$ cat src/rtl/fifo_arb_pkg.sv
`default_nettype none
// =============================================================================
// fifo_arb_pkg : shared types and width helpers for the FIFO write arbiter
// Revision 1.0
// =============================================================================
package fifo_arb_pkg;

    typedef enum logic {
        IDLE  = 1'b0,
        BURST = 1'b1
    } arb_state_t;

    function automatic int lvl_width(input int depth);
        return $clog2(depth) + 1;
    endfunction

    function automatic int bcnt_width(input int max_burst);
        return $clog2(max_burst) + 1;
    endfunction

    // Widths for the default configuration (DEPTH=8, MAX_BURST=4)
    localparam int LVL_W  = lvl_width(8);
    localparam int BCNT_W = bcnt_width(4);

endpackage
`default_nettype wire

$ cat src/rtl/fifo_write_arbiter_rr_pick.sv
`default_nettype none
// =============================================================================
// rr_pick : combinational round-robin picker, first requester after last_owner
// Revision 1.0
// =============================================================================
module rr_pick
    import fifo_arb_pkg::*;
#(
    parameter int NUM_REQ = 4,
    parameter int IDX_W   = $clog2(NUM_REQ)
) (
    input  logic [NUM_REQ-1:0] req,
    input  logic [IDX_W-1:0]   last_owner,
    output logic [NUM_REQ-1:0] pick,
    output logic               any
);

    logic             w_found;
    logic [IDX_W-1:0] w_idx;

    // Scan starts one past the previous owner and wraps, so it gets lowest priority
    always_comb begin
        pick    = '0;
        w_found = 1'b0;
        w_idx   = '0;
        for (int k = 1; k <= NUM_REQ; k++) begin
            w_idx = IDX_W'((int'(last_owner) + k) % NUM_REQ);
            if (!w_found && req[w_idx]) begin
                pick[w_idx] = 1'b1;
                w_found     = 1'b1;
            end
        end
    end

    assign any = |req;

endmodule
`default_nettype wire

$ cat src/rtl/fifo_write_arbiter.sv
`default_nettype none
// =============================================================================
// fifo_write_arbiter : round-robin burst arbiter for one FIFO write port,
//                      with occupancy tracking and a sticky flag-mismatch error
// Revision 1.0
// =============================================================================
module fifo_write_arbiter
    import fifo_arb_pkg::*;
#(
    parameter int NUM_REQ    = 4,
    parameter int DATA_WIDTH = 8,
    parameter int DEPTH      = 8,
    parameter int MAX_BURST  = 4
) (
    input  logic                          clk,
    input  logic                          rst_n,
    input  logic [NUM_REQ-1:0]            req_valid,
    input  logic [NUM_REQ-1:0]            req_last,
    input  logic [NUM_REQ*DATA_WIDTH-1:0] req_data,
    output logic [NUM_REQ-1:0]            req_ready,
    output logic                          fifo_w_en,
    output logic [DATA_WIDTH-1:0]         fifo_data_in,
    input  logic                          fifo_full,
    input  logic                          fifo_empty,
    input  logic                          fifo_r_en,
    output logic [NUM_REQ-1:0]            grant,
    output logic [$clog2(DEPTH):0]        fifo_level,
    output logic                          level_err
);

    localparam int IDX_W   = $clog2(NUM_REQ);
    localparam int LEVEL_W = lvl_width(DEPTH);
    localparam int CNT_W   = bcnt_width(MAX_BURST);

    localparam logic [LEVEL_W-1:0] C_LVL_MAX  = LEVEL_W'(DEPTH - 1);
    localparam logic [CNT_W-1:0]   C_CNT_LAST = CNT_W'(MAX_BURST - 1);
    localparam logic [IDX_W-1:0]   C_OWN_RST  = IDX_W'(NUM_REQ - 1);

    arb_state_t           r_state;
    logic [NUM_REQ-1:0]   r_grant;
    logic [IDX_W-1:0]     r_owner;
    logic [IDX_W-1:0]     r_last_owner;
    logic [CNT_W-1:0]     r_beat_cnt;
    logic [LEVEL_W-1:0]   r_level;
    logic                 r_level_err;

    logic [NUM_REQ-1:0]   w_pick;
    logic                 w_any;
    logic [IDX_W-1:0]     w_pick_idx;
    logic                 w_burst;
    logic                 w_beat;
    logic                 w_release;
    logic                 w_rd;
    logic                 w_wr;
    logic [DATA_WIDTH-1:0] w_data_arr [NUM_REQ];

    generate
        for (genvar gi = 0; gi < NUM_REQ; gi++) begin : g_unpack
            assign w_data_arr[gi] = req_data[gi*DATA_WIDTH +: DATA_WIDTH];
        end
    endgenerate

    rr_pick #(
        .NUM_REQ (NUM_REQ),
        .IDX_W   (IDX_W)
    ) u_rr_pick (
        .req        (req_valid),
        .last_owner (r_last_owner),
        .pick       (w_pick),
        .any        (w_any)
    );

    always_comb begin
        w_pick_idx = '0;
        for (int i = 0; i < NUM_REQ; i++) begin
            if (w_pick[i]) begin
                w_pick_idx = IDX_W'(i);
            end
        end
    end

    // A full FIFO stalls the owner without releasing it or counting a beat
    assign w_burst   = (r_state == BURST);
    assign w_beat    = w_burst && req_valid[r_owner] && !fifo_full;
    assign w_release = w_burst &&
                       (!req_valid[r_owner] ||
                        (w_beat && (req_last[r_owner] || (r_beat_cnt == C_CNT_LAST))));

    assign req_ready    = (w_burst && !fifo_full) ? r_grant : '0;
    assign fifo_w_en    = w_beat;
    assign fifo_data_in = w_beat ? w_data_arr[r_owner] : '0;
    assign grant        = r_grant;
    assign fifo_level   = r_level;
    assign level_err    = r_level_err;

    always_ff @(posedge clk or negedge rst_n) begin
        if (!rst_n) begin
            r_state      <= IDLE;
            r_grant      <= '0;
            r_owner      <= '0;
            r_last_owner <= C_OWN_RST;
            r_beat_cnt   <= '0;
        end else begin
            case (r_state)
                IDLE: begin
                    if (w_any) begin
                        r_state    <= BURST;
                        r_grant    <= w_pick;
                        r_owner    <= w_pick_idx;
                        r_beat_cnt <= '0;
                    end
                end
                BURST: begin
                    if (w_release) begin
                        r_state      <= IDLE;
                        r_grant      <= '0;
                        r_last_owner <= r_owner;
                        r_beat_cnt   <= '0;
                    end else if (w_beat) begin
                        r_beat_cnt <= r_beat_cnt + CNT_W'(1);
                    end
                end
                default: begin
                    r_state <= IDLE;
                    r_grant <= '0;
                end
            endcase
        end
    end

    // Reads of an empty FIFO are ignored by the FIFO, so they do not count here
    assign w_rd = fifo_r_en && !fifo_empty;
    assign w_wr = fifo_w_en;

    always_ff @(posedge clk or negedge rst_n) begin
        if (!rst_n) begin
            r_level     <= '0;
            r_level_err <= 1'b0;
        end else begin
            if (w_wr && !w_rd && (r_level != C_LVL_MAX)) begin
                r_level <= r_level + LEVEL_W'(1);
            end else if (w_rd && !w_wr && (r_level != '0)) begin
                r_level <= r_level - LEVEL_W'(1);
            end
            if ((fifo_empty && (r_level != '0)) || (fifo_full && (r_level != C_LVL_MAX))) begin
                r_level_err <= 1'b1;
            end
        end
    end

endmodule
`default_nettype wire

$ cat config.mk
export PLATFORM = sky130hd
export DESIGN_NAME = fifo_write_arbiter
export DESIGN_NICKNAME = d
export VERILOG_FILES = /design/src/rtl/fifo_arb_pkg.sv /design/src/rtl/fifo_write_arbiter_rr_pick.sv /design/src/rtl/fifo_write_arbiter.sv
export SDC_FILE = /design/constraint.sdc
export NUM_CORES = 1
export LEC_CHECK = 0
export CAP_MARGIN = 20
export CORE_AREA = 2 2 65 67
export DETAILED_ROUTE_END_ITERATION = 8
export DIE_AREA = 0 0 67 69
export GPL_ROUTABILITY_DRIVEN = 0
export GPL_TIMING_DRIVEN = 0
export PLACE_DENSITY = 0.74
export SLEW_MARGIN = 30
export SYNTH_ARGS = -nofsm -noshare
export SYNTH_HDL_FRONTEND = slang
export SYNTH_SLANG_ARGS = --single-unit
export TNS_END_PERCENT = 100
$ cat constraint.sdc
create_clock -name clk -period 3.2 [get_ports clk]
set_input_delay 0.64 -clock clk [delete_from_list [all_inputs] [get_ports clk]]
set_output_delay 0.64 -clock clk [all_outputs]
set_load 0.01 [all_outputs]
Word level (Yosys, flattened, before mapping)
Index checks and enable logic that the tools add are counted.
- output and inout bits: 22
- bits in registers: 17
- muxes and demuxes: 47
- bitwise gates (word level): 5
- order comparisons: 10
- reductions and logical operators: 37
- equality and inequality tests: 5
- add/subtract/negate cells: 7
- operators with widths (cell ; count):
    2-to-1 mux 4 bit ; 9
    2-to-1 mux 8 bit ; 3
    logical AND 1 bit ; 19
    binary-select mux 8 bit (select 2 bit) ; 1
    2-to-1 mux 1 bit ; 16
    less-than comparator 2 x 3 -> 1 bit, second input constant ; 5
    binary-select mux 1 bit (select 2 bit) ; 6
    OR 4 bit ; 3
    2-to-1 mux 3 bit ; 3
    demux 1 bit (select 2 bit) ; 4
    >= comparator 2 x 1 -> 1 bit, second input constant ; 4
    logical NOT 1 bit ; 8
    case mux 4 bit (2 select lines) ; 1
    AND reduction 2 bit ; 4
    case mux 3 bit (2 select lines) ; 1
    adder 2 x 1 -> 2 bit, second input constant ; 2
    adder 2 bit, second input constant ; 2
    adder 4 x 1 -> 4 bit, second input constant ; 1
    2-to-1 mux 2 bit ; 2
    inequality test 2 x 1 -> 1 bit, second input constant ; 2
    inequality test 4 x 3 -> 1 bit, second input constant ; 1
    nonzero test 4 bit ; 1
    OR reduction 4 bit ; 1
    subtractor 4 x 1 -> 4 bit, second input constant ; 1
    9 further kinds ; 11

Depth between registers and ports, before layout
- depth in word-level cells: 16
- gate-level depth with buffers: 10

By module
Synthesis repeated with hierarchy kept, for this count alone.
- cells, all modules: 146
- area, all modules: 1547.7 µm²
- by module, submodules not included (module ; area an instance (µm²) ; times used ; sequential area each (µm²) ; cells each):
    fifo_write_arbiter ; 1182.4 ; 1 ; 427.9 ; 107
    rr_pick ; 365.4 ; 1 ; 0.0 ; 39

Least setup slack after synthesis
Ideal clock, no wire load.
- path type: input port to flip-flop
- start point: input req_valid[3]
- end point: register r_level[3], in the netlist fifo_level[3]
- cell stages on the path: 10
- data arrival time: 2.428 ns
- buffers on the path: 1
- path slack: 0.693 ns
- cells stage by stage: mux4_2 > buf_2 > nand2_1 > inv_1 > nand3_2 > ha_1 > a21o_1 > a21oi_1 > mux2i_1 > xor2_1
- longest elaborated chain between the ends: 8
- elaborated cells between the ends (all ways): 11
- classes of those cells: 3 x mux; 8 x reduce/logical
- RTL lines (what ; line ; source):
    from (decl) ; fifo_write_arbiter.sv:17 ; input logic [NUM_REQ-1:0] req_valid,
    binary-select mux 1 bit (select 2 bit) (*) ; fifo_write_arbiter.sv:84 ; assign w_beat = w_burst && req_valid[r_owner] && !fifo_full;
    2-to-1 mux 1 bit (implied by the code) (*) ; fifo_write_arbiter.sv:84 ;
    logical AND 1 bit (*) (2 in a row) ; fifo_write_arbiter.sv:84 ;
    named net fifo_w_en ; fifo_write_arbiter.sv:21 ; output logic fifo_w_en,
    logical NOT 1 bit ; fifo_write_arbiter.sv:142 ; end else if (w_rd && !w_wr && (r_level != '0)) begin
    logical AND 1 bit (2 in a row) ; fifo_write_arbiter.sv:142 ;
    nonzero test 2 bit (no source line) ; -- ;
    to (signal assigned) ; fifo_write_arbiter.sv:141 ; r_level <= r_level + LEVEL_W'(1);
    to (signal assigned) ; fifo_write_arbiter.sv:143 ; r_level <= r_level - LEVEL_W'(1);
    to (decl) ; fifo_write_arbiter.sv:44 ; logic [LEVEL_W-1:0] r_level;
Mark *: on every way through the listed nets, which the timed path passes. The rest lies on a longest branch. The select of a mux whose other input is x is not followed.
A chain may end at the register's enable or synchronous reset.

Worst setup path in the final report
- start point: input fifo_full
- end point: output fifo_data_in[2]
- longest elaborated chain between the ends: 3
- RTL lines (what ; line ; source):
    from (decl) ; fifo_write_arbiter.sv:23 ; input logic fifo_full,
    logical NOT 1 bit ; fifo_write_arbiter.sv:84 ;
    logical AND 1 bit ; fifo_write_arbiter.sv:84 ;
    2-to-1 mux 8 bit ; fifo_write_arbiter.sv:91 ; assign fifo_data_in = w_beat ? w_data_arr[r_owner] : '0;
    to (decl) ; fifo_write_arbiter.sv:22 ; output logic [DATA_WIDTH-1:0] fifo_data_in,
Every way passes these cells.

==> metrics.txt <==
Worst Setup SP fifo_full; die width around 67 um; Post-Synth XOR/XNOR Area 1.747%; max-slew violation count 0; setup TNS 0 ps; Power Density approximately 800 nW/um2; reg-to-reg endpoint grant[2]; status finished, final reports clean; Register Area 427.9 um2; Relative slew margins between 40 and 50%; critical path startpoint category input port; Switching Power roughly 750 uW; combinational share of power a little under 70%; proportion of synthesized area in mux cells about a quarter; vias in the first global route 1,370; Tot Pwr approximately 1800 uW; simple-gate portion of the synthesized area between 10% and 20%; Tightest Pin Transition approximately 790 ps; top cell type by total area after synthesis dfrtp_1; clock root cell clkbuf_8; critical path required time between 2000 and 3000 ps; CTS tree yes; I/O Pins 67; core area around 3900 um2; Post-synth EDFFs 0; clock-pin transition on the worst setup and hold timing paths roughly 70 ps; Post-Synth Adder-Cell Area a little under an eighth; Sw Share slightly above 40%; min-delay worst type register to register; drt pass-1 iters 4; sequential-to-total area share from yosys stat 28.45%; post-synth cell types between 40 and 50; Top FF cell, synth dfrtp_1; # Max-Cap Violations 0; placed cell areas around 2200 um2; initial antenna violation count 0; RSZ-0062 raised after global routing no; Synth Instances roughly 130; Layout Nets between 200 and 300; Critical path destination fifo_data_in[2]; Ant. Diodes 0; minimum clock period approximately 3000 ps; Final ANT Viol Nets 0; Crit. End Element primary output; layout cell share with drive strength beyond 1 17.82%; Setup CP Type input port to primary output; final period utilization a little over nine tenths; yosys warns 0; clock skew 3.376 ps; Int Pwr about 1100 uW; top-area cell type share of the netlist area around a quarter; Die ar. 4623 um2; Hold WS slightly below 500 ps; DR vias 1,330; pin count of the biggest net entering global routing 18; postcts setup bufs 0; clock network latency to the later pin of the worst-skew pair about 250 ps; # DRC 0; footprint of the multi-input gates 1025 um2; hold buffers post-CTS 0; Buffers on Ports 66; Seq cells post-synth 17; FFs w/ async S/R, synth 100.0%; Mapped Area about 1500 um2; GRT Residual Overflow 0; Util after Layout roughly three fifths; crit path DAT approximately 2400 ps; syn_area_per_cell between 10 and 15 um2; list of most frequent post-synthesis cells 15 x dfrtp_1, 13 x mux4_2, 12 x ha_1, 9 x nand2_1, 8 x and3_1; vias per inst 5.278; post-DP HPWL 3381 um; std cell rows 23; main combinational cell family by area after synthesis multiplexers; CP max FO 10; DR iter-0 viols 65; Filler cells 350; Area Growth Syn to Fin 51.91%; All-Layer GR Usage between 10% and 20%; worst r2r src r_last_owner[0]; Wirelength per Cell about 16 um; Final Hold Vio Count 0; register-to-register setup slack between 400 and 500 ps; Routed WL roughly 4100 um; largest buffer count on any clock path 2; total CTS buffers 3; part of the power in registers between 20% and 30%; Leakage 0.0009650 uW; fmax between 300 and 400 MHz; Clk network pwr share around 9%; Mapped Nets 190; Sink Count 17; FF-to-FF path depth 8; Hold Crit Start level_err; Synth Area in Compound Gates around a tenth; die height approximately 69 um; H-tree Lvls 1; post-route cell area around 2300 um2; most common cell in the synthesized netlist dfrtp_1; Initial Util between 30% and 40%; synth top area cells dfrtp_1 25%, mux4_2 19%, ha_1 10%, dfstp_2 3.5%, and3_1 3.3%; maximum vdd drop 0.4038 mV; global-route wire length before repair between 6000 and 7000 um; final setup vio count 0
per-layer routing:
metal  GRT usage (%)  up-vias  share of wire (%)
met2           31.57       22                 55
met3           1.958        6                2.2
met5               0        -                  0
met4           4.535        0               0.81
met1           25.58      662                 42
li1                -      640                  -
timing repair:
item / CTS / global route
endpoints found under the setup margin: 0 / 2
resized for setup: 0 / 6
endpoints found under the hold margin: 0 / 0
power groups by stage:
stage	registers, uW	clock network (uW)	logic (uW)
global route	439	179	1370
detailed placement	421	0	1250
CTS	418	164	1250
floorplan	417	0	856
finish	418	164	1250
global placement	415	0	1200
layout make-up:
class | count | area share [%]
Tap cell | 50 | 2.738
Sequential cell | 17 | 18.73
Clock inverter | 1 | 0.2191
Buffer | 6 | 1.479
Inverter | 5 | 0.8215
Clock buffer | 3 | 1.807
Timing Repair Buffer | 66 | 29.35
Multi-Input combinational cell | 104 | 44.85
cell usage in the layout (no fill, tap or decap), drive strengths merged, types with 2 or more instances in the layout:
master and instances:
dlymetal6s2s 4, o21ai 5, ha 12, nor2 6, and2 7, nor2b 5
and3 9, mux2 4, mux4 14, o22ai 2, dfstp 2, inv 5
clkbuf 6, a222oi 2, nor3 2, dfrtp 15, buf 3, nand2 9
a21oi 5, xor2 3, clkdlybuf4s50 62
sequential cells by signal, indices dropped and copies added, names as in the netlist:
signal        count
r_last_owner      2
r_state           1
grant             4
level_err         1
fifo_level        4
r_owner           2
r_beat_cnt        3
metrics by stage:
step | instances | setup slack, ps
2_1_floorplan | 132 | 692.5
3_3_place_gp | 248 | 84.06
4_1_cts | 252 | 54.23
5_1_grt | 252 | 120.0
3_5_place_dp | 248 | 17.38
6_report | 252 | 168.2
critical path: stages:
cell and delay, ps:
clkdlybuf4s50_1 500, nor2b_1 280, clkbuf_2 250, and3_1 180, clkdlybuf4s50_1 540
logic make-up (layout without fill, tap and decap cells):
| kind of cell | after synthesis | in the layout |
|---|---|---|
| mux | 19 | 19 |
| fa+ha+maj | 13 | 13 |
| compound gates | 22 | 22 |
| simple gates | 47 | 47 |
| xor+xnor | 3 | 3 |
| flops | 17 | 17 |
| buf+inv | 11 | 81 |
how the worst min path moves through the flow:
stage	cells past startpoint	endpoint
floorplan	0	fifo_level[0]
global placement	1	level_err
detailed placement	1	level_err
CTS	1	level_err
global route	1	level_err
finish	1	level_err
(Power assumes the default switching activity.)
